### config.mk
export PLATFORM = sky130hd
export DESIGN_NAME = ram_burst_ctrl
export DESIGN_NICKNAME = d
export VERILOG_FILES = /design/src/rtl/ram_burst_ctrl.sv
export SDC_FILE = /design/constraint.sdc
export NUM_CORES = 1
export LEC_CHECK = 0
export ABC_AREA = 1
export CAP_MARGIN = 20
export CORE_MARGIN = 4
export CORE_UTILIZATION = 41
export CTS_BUF_LIST = sky130_fd_sc_hd__clkbuf_16
export CTS_CLUSTER_SIZE = 10
export DETAILED_ROUTE_END_ITERATION = 8
export PLACE_DENSITY = 0.75
export SLEW_MARGIN = 20
export SYNTH_ARGS = -nofsm -noshare
export SYNTH_HDL_FRONTEND = slang
export SYNTH_SLANG_ARGS = --single-unit
### constraint.sdc
create_clock -name clk -period 2.3 [get_ports clk]
set_input_delay 0.46 -clock clk [delete_from_list [all_inputs] [get_ports clk]]
set_output_delay 0.46 -clock clk [all_outputs]
set_load 0.05 [all_outputs]
### src/rtl/ram_burst_ctrl.sv
// Burst front-end for the 256x32 single-port RAM.
// Turns one read/write burst command into per-beat RAM strobes. Write beats
// stream straight through to the RAM. Read beats land in a 2-entry buffer,
// which hides the RAM's 1-cycle read latency and lets the consumer stall.
module ram_burst_ctrl #(
  parameter int ADDR_W = 8,
  parameter int DATA_W = 32,
  parameter int LEN_W  = 8
) (
  input  logic              clk,
  input  logic              rst,
  input  logic              cmd_valid,
  output logic              cmd_ready,
  input  logic              cmd_write,
  input  logic [ADDR_W-1:0] cmd_addr,
  input  logic [LEN_W-1:0]  cmd_len,
  input  logic              wdata_valid,
  output logic              wdata_ready,
  input  logic [DATA_W-1:0] wdata,
  output logic              rdata_valid,
  input  logic              rdata_ready,
  output logic [DATA_W-1:0] rdata,
  output logic              rdata_last,
  output logic              mem_rd_en,
  output logic              mem_wr_en,
  output logic [ADDR_W-1:0] mem_addr,
  output logic [DATA_W-1:0] mem_wdata,
  input  logic [DATA_W-1:0] mem_rdata,
  output logic              busy,
  output logic              done
);

  typedef enum logic [1:0] {IDLE, WRITE, READ} state_t;

  localparam logic [LEN_W:0] CNT_ONE = (LEN_W+1)'(1);

  state_t state, state_n;

  // Beats still to be accepted (write) or issued (read); one bit wider than
  // cmd_len so a full 2^LEN_W burst is representable.
  logic [LEN_W:0]  beats_left;
  logic [ADDR_W-1:0] addr;

  // RAM read issued last cycle; its data appears on mem_rdata this cycle.
  logic inflight;
  logic inflight_last;

  // 2-entry read return buffer.
  logic [1:0][DATA_W-1:0] fifo_data;
  logic [1:0]             fifo_last;
  logic                   wr_ptr, rd_ptr;
  logic [1:0]             fifo_cnt;

  logic       pop;
  logic [2:0] occ;
  logic       burst_end;

  assign rdata_valid = (fifo_cnt != 2'd0);
  assign rdata       = fifo_data[rd_ptr];
  assign rdata_last  = fifo_last[rd_ptr] & rdata_valid;
  assign pop         = rdata_valid & rdata_ready;

  // Slots that will be committed once this cycle's pop retires.
  assign occ = 3'(fifo_cnt) + 3'(inflight) - 3'(pop);

  assign mem_wr_en = wdata_valid & wdata_ready;
  assign mem_addr  = addr;
  assign mem_wdata = wdata;
  assign busy      = (state != IDLE);

  // State register.
  always_ff @(posedge clk) begin
    if (rst) state <= IDLE;
    else     state <= state_n;
  end

  // Next state, handshakes and read issue.
  always_comb begin
    state_n     = state;
    cmd_ready   = 1'b0;
    wdata_ready = 1'b0;
    mem_rd_en   = 1'b0;
    burst_end   = 1'b0;
    case (state)
      IDLE: begin
        cmd_ready = ~rst;
        if (cmd_valid && !rst) state_n = cmd_write ? WRITE : READ;
      end
      WRITE: begin
        wdata_ready = ~rst;
        if (wdata_valid && !rst && beats_left == CNT_ONE) begin
          burst_end = 1'b1;
          state_n   = IDLE;
        end
      end
      READ: begin
        mem_rd_en = ~rst && (beats_left != '0) && (occ < 3'd2);
        if (pop && rdata_last) begin
          burst_end = 1'b1;
          state_n   = IDLE;
        end
      end
      default: state_n = IDLE;
    endcase
  end

  // Address/count tracking, read capture buffer and done pulse.
  always_ff @(posedge clk) begin
    if (rst) begin
      addr          <= '0;
      beats_left    <= '0;
      inflight      <= 1'b0;
      inflight_last <= 1'b0;
      fifo_data     <= '0;
      fifo_last     <= '0;
      wr_ptr        <= 1'b0;
      rd_ptr        <= 1'b0;
      fifo_cnt      <= 2'd0;
      done          <= 1'b0;
    end else begin
      done <= burst_end;
      if (cmd_valid && cmd_ready) begin
        addr       <= cmd_addr;
        beats_left <= {1'b0, cmd_len} + CNT_ONE;
      end else if (mem_wr_en || mem_rd_en) begin
        addr       <= addr + ADDR_W'(1);
        beats_left <= beats_left - CNT_ONE;
      end
      inflight      <= mem_rd_en;
      inflight_last <= mem_rd_en && (beats_left == CNT_ONE);
      if (inflight) begin
        fifo_data[wr_ptr] <= mem_rdata;
        fifo_last[wr_ptr] <= inflight_last;
        wr_ptr            <= ~wr_ptr;
      end
      if (pop) rd_ptr <= ~rd_ptr;
      fifo_cnt <= fifo_cnt + 2'(inflight) - 2'(pop);
    end
  end

endmodule

# == Yosys cells after proc, flatten, opt, wreduce, memory -nomap -nowiden ==
# Cells that the tools add are included.
# word_totals
reg_bits,92
input_bits,86
# classes
n_addsub,7
order_cmp,4
n_eq_ne,6
mux,25
bitwise_logic,6
n_reduce_logical,17
# op_table
op,count
$mux 32,3
$bwmux 64,1
$demux 32 s1,1
$mux 9,2
$mux 8,2
$add 8x1->9 const B,1
$eq 9x1->1 const B,1
$logic_and 1x1->1,9
$reduce_bool 9->1,1
$sub 9x1->9 const B,1
$add 8x1->8 const B,1
$mux 1,8
$mux 2,4
$ne 2x2->1 const B,3
$pmux 2 s3,1
$reduce_bool 2->1,3
$lt 1x2->1 const B,2
$add 2x1->3,1
$and 1x1->1,3
$lt 3x2->1 const B,1
$not 1->1,3
$reduce_and 3->1,1
$sub 3x1->3,1
$add 2x1->2,1
10 further kinds,10

# == Depth between registers and ports, before layout ==
# Gate-level depths: netlist of run 1.
# logic_depth
word_depth,9
mapped_depth,17
depth_no_buf,16

# == Least setup slack after synthesis of run 1 ==
# Ideal clock, no wire load.
# synth_timing
path_type,register -> output
from,register fifo_cnt[1]
to,output port mem_rd_en
t_arrival_ns,2.497
required_ns,1.840
setup_slack_ns,-0.657
path_stages_with_launch,13
cell_sequence,dfxtp_1 > inv_1 > nand2_1 > and2_1 > nand2_1 > o21ai_0 > ha_1 > fa_1 > inv_1 > nand3_2 > nor2_4 > nand2_4 > inv_1
# synth_via
elab_chain_cells,6
word_cells_on_any_way,7
# synth_lines
item,line_no,source
from (decl),52,logic [1:0] fifo_cnt;
from (signal assigned),137,fifo_cnt <= fifo_cnt + 2'(inflight) - 2'(pop);
$reduce_bool 2->1,58,assign rdata_valid = (fifo_cnt != 2'd0);
named net rdata_valid,20,"output logic rdata_valid,"
$and 1x1->1,61,assign pop = rdata_valid & rdata_ready;
$sub 3x1->3,64,assign occ = 3'(fifo_cnt) + 3'(inflight) - 3'(pop);
named net occ[1],55,logic [2:0] occ;
$lt 3x2->1,97,mem_rd_en = ~rst && (beats_left != '0) && (occ < 3'd2);
$logic_and 1x1->1,97,
$mux 1,84,case (state)
to (decl),24,"output logic mem_rd_en,"
# The timed path passes the listed nets, and every way through them passes these cells.

# == Worst setup path in the final report of run 1 ==
# layout_timing
from,register fifo_cnt[1]
to,output port mem_rd_en
# layout_via
elab_chain_cells,6
word_cells_on_any_way,7
# layout_lines
item,line_no
branches (longest 2 deep; another with $add 2x1->3),--
$sub 3x1->3 (*),64
named net occ[1],55
$lt 3x2->1 (*),97
$logic_and 1x1->1 (*),97
$mux 1 (*),84
# Mark *: on every way through the listed nets, which the timed path passes.

==> results of run 1 <==
[stage by stage]
step | power (mW) | setup WS (ns) | TNS, ns | hold slack (ns)
5_1_grt | 8.04 | -0.463 | -6.10 | 0.501
3_5_place_dp | 5.74 | -0.578 | -8.05 | 0.472
4_1_cts | 7.35 | -0.423 | -1.27 | 0.487
3_3_place_gp | 5.70 | -0.567 | -7.55 | 0.461
2_1_floorplan | 4.82 | -0.109 | -0.109 | 0.450
6_report | 7.52 | -0.383 | -4.15 | 0.480
[state kept, by name (all words and copies together) (netlist names)]
register and count:
fifo_data 64, beats_left 9, mem_addr 8, fifo_cnt 2
fifo_last 2, state 2, done 1, inflight 1
inflight_last 1, rd_ptr 1, wr_ptr 1
[how the worst max path moves through the flow]
stage	start	endpoint	depth (start not counted)
6_report	fifo_cnt[1]	mem_rd_en	13
5_1_grt	fifo_cnt[1]	mem_rd_en	13
4_1_cts	fifo_cnt[1]	mem_rd_en	13
3_5_place_dp	rdata_ready	mem_rd_en	12
3_3_place_gp	rdata_ready	mem_rd_en	12
2_1_floorplan	fifo_cnt[1]	mem_rd_en	12
[per-layer routing]
metal  vias to the layer above  GRT usage
li1                       2413          -
met1                      2028      0.226
met2                       124      0.302
met3                        14     0.0311
met4                         0     0.0541
met5                         -          0
[power by group through the flow]
stage | logic, mW | registers [mW] | clock network, mW
global placement | 3.49 | 2.21 | 0
CTS | 3.62 | 2.19 | 1.54
finish | 3.81 | 2.20 | 1.51
detailed placement | 3.53 | 2.21 | 0
global route | 4.19 | 2.24 | 1.62
floorplan | 2.53 | 2.29 | 0
[layout by cell type (no fill, tap or decap), types with 2 or more instances in the layout]
cell type	netlist	layout
a21oi_1	12	9
a21oi_2	7	10
buf_12	1	6
buf_4	33	56
buf_6	3	8
clkbuf_16	0	9
clkdlybuf4s50_1	0	62
clkinv_1	1	2
clkinvlp_4	0	2
dfxtp_1	92	90
dfxtp_2	0	2
dlygate4sd2_1	0	2
ha_1	9	8
inv_1	42	37
inv_2	5	5
inv_4	1	3
inv_6	0	4
inv_8	0	2
nand2_1	187	181
nand2_2	7	8
nand2_4	2	6
nand3_1	28	27
nand3_2	1	2
nand3_4	1	2
nand4_1	6	6
nor2_1	164	157
nor2_2	2	4
nor2_4	1	6
o21ai_0	80	77
o21ai_1	3	3
o21ai_2	0	3
o21bai_1	3	3
xnor2_1	2	2
xor2_1	2	2
[kinds of logic (layout without fill, tap and decap cells)]
group                      Yosys count  count (layout)  synth area share
and+or+nand+nor                    403             404             0.341
DFF                                 92              92             0.383
AOI/OAI and AO/OA                  105             105             0.116
buffers and inverters              116             201             0.126
xor gates and xnor gates             4               4           0.00728
adders and majority gates           10              10            0.0275
[worst max-delay path: stages (launching register included)]
cell and delay, ns:
dfxtp_2 0.33, inv_4 0.08, nand2_8 0.05, and2_4 0.14
nand2_4 0.05, o21ai_2 0.05, ha_2 0.17, fa_2 0.53
inv_2 0.04, nand3_2 0.07, nor2_4 0.04, nand2_4 0.08
clkinvlp_4 0.10, buf_12 0.15
[what timing repair did]
item | in CTS | in global routing
setup buffers | 2 | 5
pin swaps | 4 | 13
gates cloned | 2 | 0
resized for setup | 12 | 33
setup endpoints to repair | 19 | 18
[area by class of cell]
class                      count  area, sq um
tap                          143          179
fill                        1135         5130
timing repair inverter         1         11.3
timing repair buffer         135         1280
sequential                    92         1840
inverter                      49          200
multi-input combinational    523         2510
clock inverter                 7         80.1
clock buffer                   9          225
==> key figures, run 1 <==
Routing
  • Avg WL per Cell: about 13 microns
  • Max Used Layer: met4
  • Router iterations before antenna repair: 5
  • Met2 Wirelength: 5.70 mm
  • Via count: 4579
  • WL final: 12.0 mm
  • Via/cell ratio: about 4.8
  • Post-Route M1 WL: 5.41 mm
  • Number of DRC markers in iteration 0: 310
  • Antenna viol nets, final: 0
  • DRC Markers: 0
  • WL met3: 730 microns

Clocking
  • CTS sink cnt: 92
  • Worst skew pair latency: 0.34 ns
  • CTS Buf Count: 9
  • Clock root buffer: clkbuf_16
  • Clock Tree Buf Depth: 2
  • H-tree level count: 3
  • CTS tree: done
  • Clk slew on worst S/H paths: 0.07 ns
  • Hold Buf Count CTS: 0

Cells and area
  • Fin util: 0.552
  • Final net count: 907
  • Diode count: 0
  • Share of cells above drive strength 1: 0.180
  • Layout area overhead: 31.6%
  • Design Area, Final: 0.00633 sq mm
  • Final Non-Filler Cells: 959

Pwr
  • Sequential power share: 0.292
  • Pwr per Cell Area: 1190 mW/mm^2
  • Max VDD drop: 0.605 mV
  • Combinational share of power: 0.507
  • Sw Ratio: 0.448
  • P_int: 4.15 mW
  • Clock power share: 0.201
  • P_sw: 3.37 mW
  • Pleak: 2.94 nW

STA
  • Fmax: 373 MHz
  • Final Hold Fails: 0
  • Worst slew pin tran: ~0.5 ns
  • Final WS setup: -0.383 ns
  • Setup Skew: 0.00898 ns
  • Fin crit period: around 2.7 ns
  • Final Cycle Share: 1.17
  • Slew HR: 0.664
  • Slew Limit Fails: 0
  • RSZ-0062 raised after global routing: yes
  • Setup violators final: 18

GRT
  • First-pass GRT wire length: 19.5 mm
  • Vias in the first global route: 4242
  • Initial antenna violation count: 0
  • Total gr overflow: 0
  • Pin count of the biggest net entering global routing: 45
  • Total track usage: 0.176

Logic synthesis
  • Top cell type's share of synthesized area: 0.383
  • Synth top area cells: dfxtp_1, nand2_1, nor2_1, o21ai_0, buf_4
  • Ys Warns: 0
  • Flops & latches, synth: between 90 and 100
  • Avg Cell Area, Syn: 6.60 sq um
  • Syn_nets: 826
  • Share of synthesized flip-flops with an asynchronous set or reset: 0
  • Synth top cells by count: nand2_1, nor2_1, dfxtp_1
  • Post-synth EDFFs: 0
  • Gate Count Post-Synth: 730
  • Distinct cells, synth: 33
  • Synthesized area: 0.00481 sq mm
  • Most common cell in the netlist: nand2_1
  • Post-synth top flop: dfxtp_1
  • Synth area leader: dfxtp_1
  • Seq/Total Area, Yosys: 0.383

Floorplan
  • Die X: roughly 120 microns
  • Row cnt: 39
  • Chip Height: 116 microns
  • Die Area: 0.0135 sq mm
  • I/O pin total: 166
  • Starting Density: 0.420
  • Core area: roughly 0.011 sq mm

Placement
  • Placed instance area: 0.00580 sq mm
  • Placed insts: 933
  • Placer Congestion: 0.888
  • Dpl hpwl: 8.19 mm
  • # port buffers: 101

Hold path
  • Hold path cells: 2
  • Tightest Hold Check Type: reg2reg
  • WHS Endpoint: fifo_last[0]
  • Worst hold start: inflight_last

Outcome
  • Violated checks: setup timing
  • Status: finished, violations left

Setup path
  • Critical Path AT: approximately 2.2 ns
  • Reg2reg end: beats_left[7]
  • Kind of critical path: reg2out
  • Worst r2r src: fifo_cnt[1]
  • Setup crit end kind: primary output
  • Reg2Reg Setup Slack: -0.29 ns
  • Worst setup SP type: flip-flop
  • Crit Path Max Fanout: 2
  • Worst Reg-to-Reg Cells: 18
  • WP data required: 1.84 ns

Flow run
  • Maxcap violations: 0
(Power assumes the default switching activity.)
==> run 2, diff against run 1 <==
--- a/config.mk
+++ b/config.mk
@@ -5,10 +5,9 @@
 export SDC_FILE = /design/constraint.sdc
 export NUM_CORES = 1
 export LEC_CHECK = 0
-export ABC_AREA = 1
 export CAP_MARGIN = 20
 export CORE_MARGIN = 4
-export CORE_UTILIZATION = 41
+export CORE_UTILIZATION = 40
 export CTS_BUF_LIST = sky130_fd_sc_hd__clkbuf_16
 export CTS_CLUSTER_SIZE = 10
 export DETAILED_ROUTE_END_ITERATION = 8
==> run 2 against run 1 <==
Effect of this change: the flow still finishes with violations (setup timing); fmax up 1.8%; clock skew down 0.0022 ns; non-clock buffer count down 5; via count shrank 11%; total power decreased by 27%; flip-flop and latch count unchanged; cell count decreased by 20%; critical path depth decreased by 3; global-route usage up 0.16 points; critical path type unchanged; critical endpoint unchanged; largest power group is now registers.
==> key figures, run 2 <==
Outcome
  • Status: finished, violations left
  • Violated checks: setup timing

GRT
  • Initial antenna violation count: 0 (unchanged)
  • Pin count of the biggest net entering global routing: 40 (-11%)
  • Met2 GRT Util: 0.313 (+0.0111)
  • First-pass GRT wire length: 18.7 mm (-4.0%)
  • Busiest layer in global routing: met2
  • Vias in the first global route: 4053 (-4.5%)
  • GR Util met3: 0.0467 (+0.0156)
  • Total gr overflow: 0 (unchanged)
  • Total track usage: 0.178 (+0.00159)
  • Routing usage on met1: 0.205 (-0.0210)

Cells and area
  • Number of flip-flops in the largest register: 64 (unchanged)
  • Diode count: 0 (unchanged)
  • Multi-input logic area: 0.00230 sq mm (-8.5%)
  • Reg area: 0.00184 sq mm (unchanged)
  • Most frequent cells in the layout: nand2_1, dfxtp_1, a21oi_1
  • Layout area overhead: 33.3%
  • Fin util: 0.547 (-0.00557)
  • Layout fillers: 964 (-15%)
  • Biggest register: fifo_data
  • Design Area, Final: 0.00593 sq mm (-6.4%)
  • Final net count: 722 (-20%)
  • Commonest non-fill, non-tap cell in the layout: nand2_1
  • Share of cells above drive strength 1: 0.230 (+0.0496)

Pwr
  • Max VDD drop: 0.513 mV (-15%)
  • Pwr per Cell Area: 924 mW/mm^2 (-22%)
  • Total power: 5.48 mW (-27%)
  • Pleak: 2.22 nW (-24%)

Hold path
  • Hold path cells: 2 (unchanged)
  • Tightest Hold Check Type: reg2reg

Floorplan
  • Row cnt: 38 (-2.6%)
  • Chip Height: 113 microns (-2.5%)
  • I/O pin total: 166 (unchanged)
  • Die Area: 0.0129 sq mm (-5.0%)
  • Die X: 113 microns (-2.5%)
  • Starting Density: 0.410 (-0.00966)
  • Core area: 0.0108 sq mm (-5.5%)

Routing
  • Via/cell ratio: 5.30 (+11%)
  • DRC Markers: 0 (unchanged)
  • Avg WL per Cell: 15.1 microns (+21%)
  • Via count: 4087 (-11%)
  • Router iterations before antenna repair: 7 (+2)
  • Number of DRC markers in iteration 0: 421 (+36%)
  • WL final: 11.7 mm (-3.0%)
  • Antenna viol nets, final: 0 (unchanged)

Logic synthesis
  • Flops & latches, synth: 92 (unchanged)
  • Synth top area cells: dfxtp_1, nand2_1, mux2_2, a21oi_1, buf_4
  • Synthesized area: 0.00445 sq mm (-7.6%)
  • Share of synthesized flip-flops with an asynchronous set or reset: 0 (unchanged)
  • Synth area leader: dfxtp_1
  • Synth top cells by count: nand2_1, dfxtp_1, a21oi_1
  • Post-synth EDFFs: 0 (unchanged)
  • Avg Cell Area, Syn: 8.09 sq um (+23%)
  • Distinct cells, synth: 44 (+33%)
  • Seq/Total Area, Yosys: 0.414 (+0.0316)
  • Post-synth top flop: dfxtp_1
  • Top cell type's share of synthesized area: 0.414 (+0.0316)
  • Ys Warns: 0 (unchanged)
  • Syn_nets: 646 (-22%)
  • Most common cell in the netlist: nand2_1
  • Gate Count Post-Synth: 550 (-25%)

Clocking
  • H-tree level count: 3 (unchanged)
  • CTS tree: done
  • Clock root buffer: clkbuf_16
  • Clk slew on worst S/H paths: 0.07 ns (about the same)
  • Worst skew pair latency: 0.34 ns (about the same)
  • CTS sink cnt: 92 (unchanged)
  • Hold Buf Count CTS: 0 (unchanged)
  • Clock Tree Buf Depth: 2 (unchanged)
  • CTS Buf Count: 9 (unchanged)

STA
  • Final Cycle Share: 1.15 (-0.0201)
  • Final WS setup: -0.337 ns (+0.0462 ns)
  • Fmax: 379 MHz (+1.8%)
  • Worst slew pin tran: 0.566 ns (+0.0631 ns)
  • Slew HR: 0.619 (-0.0445)
  • Fin crit period: 2.64 ns (-0.0462 ns)
  • Slew Limit Fails: 0 (unchanged)
  • Setup Skew: 0.00681 ns (-0.00217 ns)
  • Setup violators final: 16 (-2)
  • RSZ-0062 raised after global routing: yes
  • Final Hold Fails: 0 (unchanged)

Setup path
  • Worst setup SP type: flip-flop
  • Most numerous cell on the critical path: nor2_4
  • Crit Path Max Fanout: 3 (+1)
  • Crit path max-delay cell type: fa_2
  • WP data required: 1.84 ns (about the same)
  • Setup crit end kind: primary output
  • Crit path cell chain: inv_4 -> nand3_4 -> o21ai_2 -> ha_2 -> fa_2 -> nor2_4 -> nand3_2 -> buf_6 -> nor2_4 -> buf_12
  • Critical Path AT: 2.18 ns (-0.04 ns)
  • Max incr delay on CP: 0.46 ns (-0.07 ns)
  • Worst Reg-to-Reg Cells: 11 (-7)
  • Kind of critical path: reg2out

Placement
  • Placed instance area: 0.00543 sq mm (-6.5%)
  • Placer Congestion: 0.847 (-4.6%)
  • Dpl hpwl: 8.00 mm (-2.3%)
  • # port buffers: 101 (unchanged)

Flow run
  • Maxcap violations: 0 (unchanged)
## run 2: cell count changes in the layout (fill, tap and decap cells not counted), moves of 9 or more
cell     delta
nand2_1    -36
o21ai_0    -72
nor2_1    -138
a21oi_1    +60
a21oi_2     -9
nand3_1    -17
inv_1      -23
mux2_2     +32
## run 2: kinds of logic (layout without fill, tap and decap cells)
family,after synthesis,count (layout),synth area share
xor gates and xnor gates,11,11,0.0217
buffers and inverters,79,160,0.0948
AOI/OAI and AO/OA,108,108,0.142
DFF,92,92,0.414
and+or+nand+nor,216,216,0.211
adders and majority gates,10,10,0.0298
muxes,34,34,0.0858
## run 2: stage by stage
stage	TNS, ns	setup slack [ns]	hold WS, ns	std cells
finish	-3.03	-0.337	0.451	771
global placement	-12.24	-0.761	0.438	750
detailed placement	-13.45	-0.829	0.443	750
global route	-4.75	-0.445	0.475	771
floorplan	-0.636	-0.137	0.432	550
CTS	-2.70	-0.348	0.452	771
## run 2: area by class of cell
type,count,share of cell area
repair buffers,130,0.201
inverters,14,0.00929
multi-input cells,379,0.388
clock inverters,7,0.0236
clock buffers,9,0.0380
well taps,140,0.0295
flip-flops and latches,92,0.311
## run 2: per-layer routing
| layer | share of wire | vias to the layer above |
|---|---|---|
| li1 | - | 1977 |
| met1 | 0.41 | 1943 |
| met2 | 0.50 | 149 |
| met3 | 0.068 | 18 |
| met4 | 0.018 | 0 |
| met5 | 0 | - |
## run 2: timing repair
| action | in CTS | in global routing |
|---|---|---|
| gates resized for setup | 20 | 9 |
| pin swaps | 14 | 7 |
| setup endpoints to repair | 19 | 18 |
| setup buffers | 5 | 0 |
## run 2: final timing paths
path / start / to / slack (ns)
worst max-delay path: fifo_cnt[0] / mem_rd_en / -0.34
worst min-delay path: fifo_data[20] / fifo_data[20] / 0.45
worst max register to register: fifo_cnt[0] / mem_addr[5] / -0.27
worst min register to register: fifo_data[20] / fifo_data[20] / 0.45
## run 2: critical path: cells and delay by family (launching register included)
kind,cells,cell delay (ns)
adders and majority gates,2,0.65
and+or+nand+nor,4,0.42
buffers and inverters,3,0.36
DFF,1,0.33
AOI/OAI and AO/OA,1,0.07
## run 2: power breakdown
group	leakage, nW	total [mW]	internal, mW	switching (mW)
combinational	1.30	1.80	0.719	1.08
clock	0.177	1.79	1.17	0.616
sequential	0.746	1.89	1.75	0.138
total	2.22	5.48	3.64	1.83
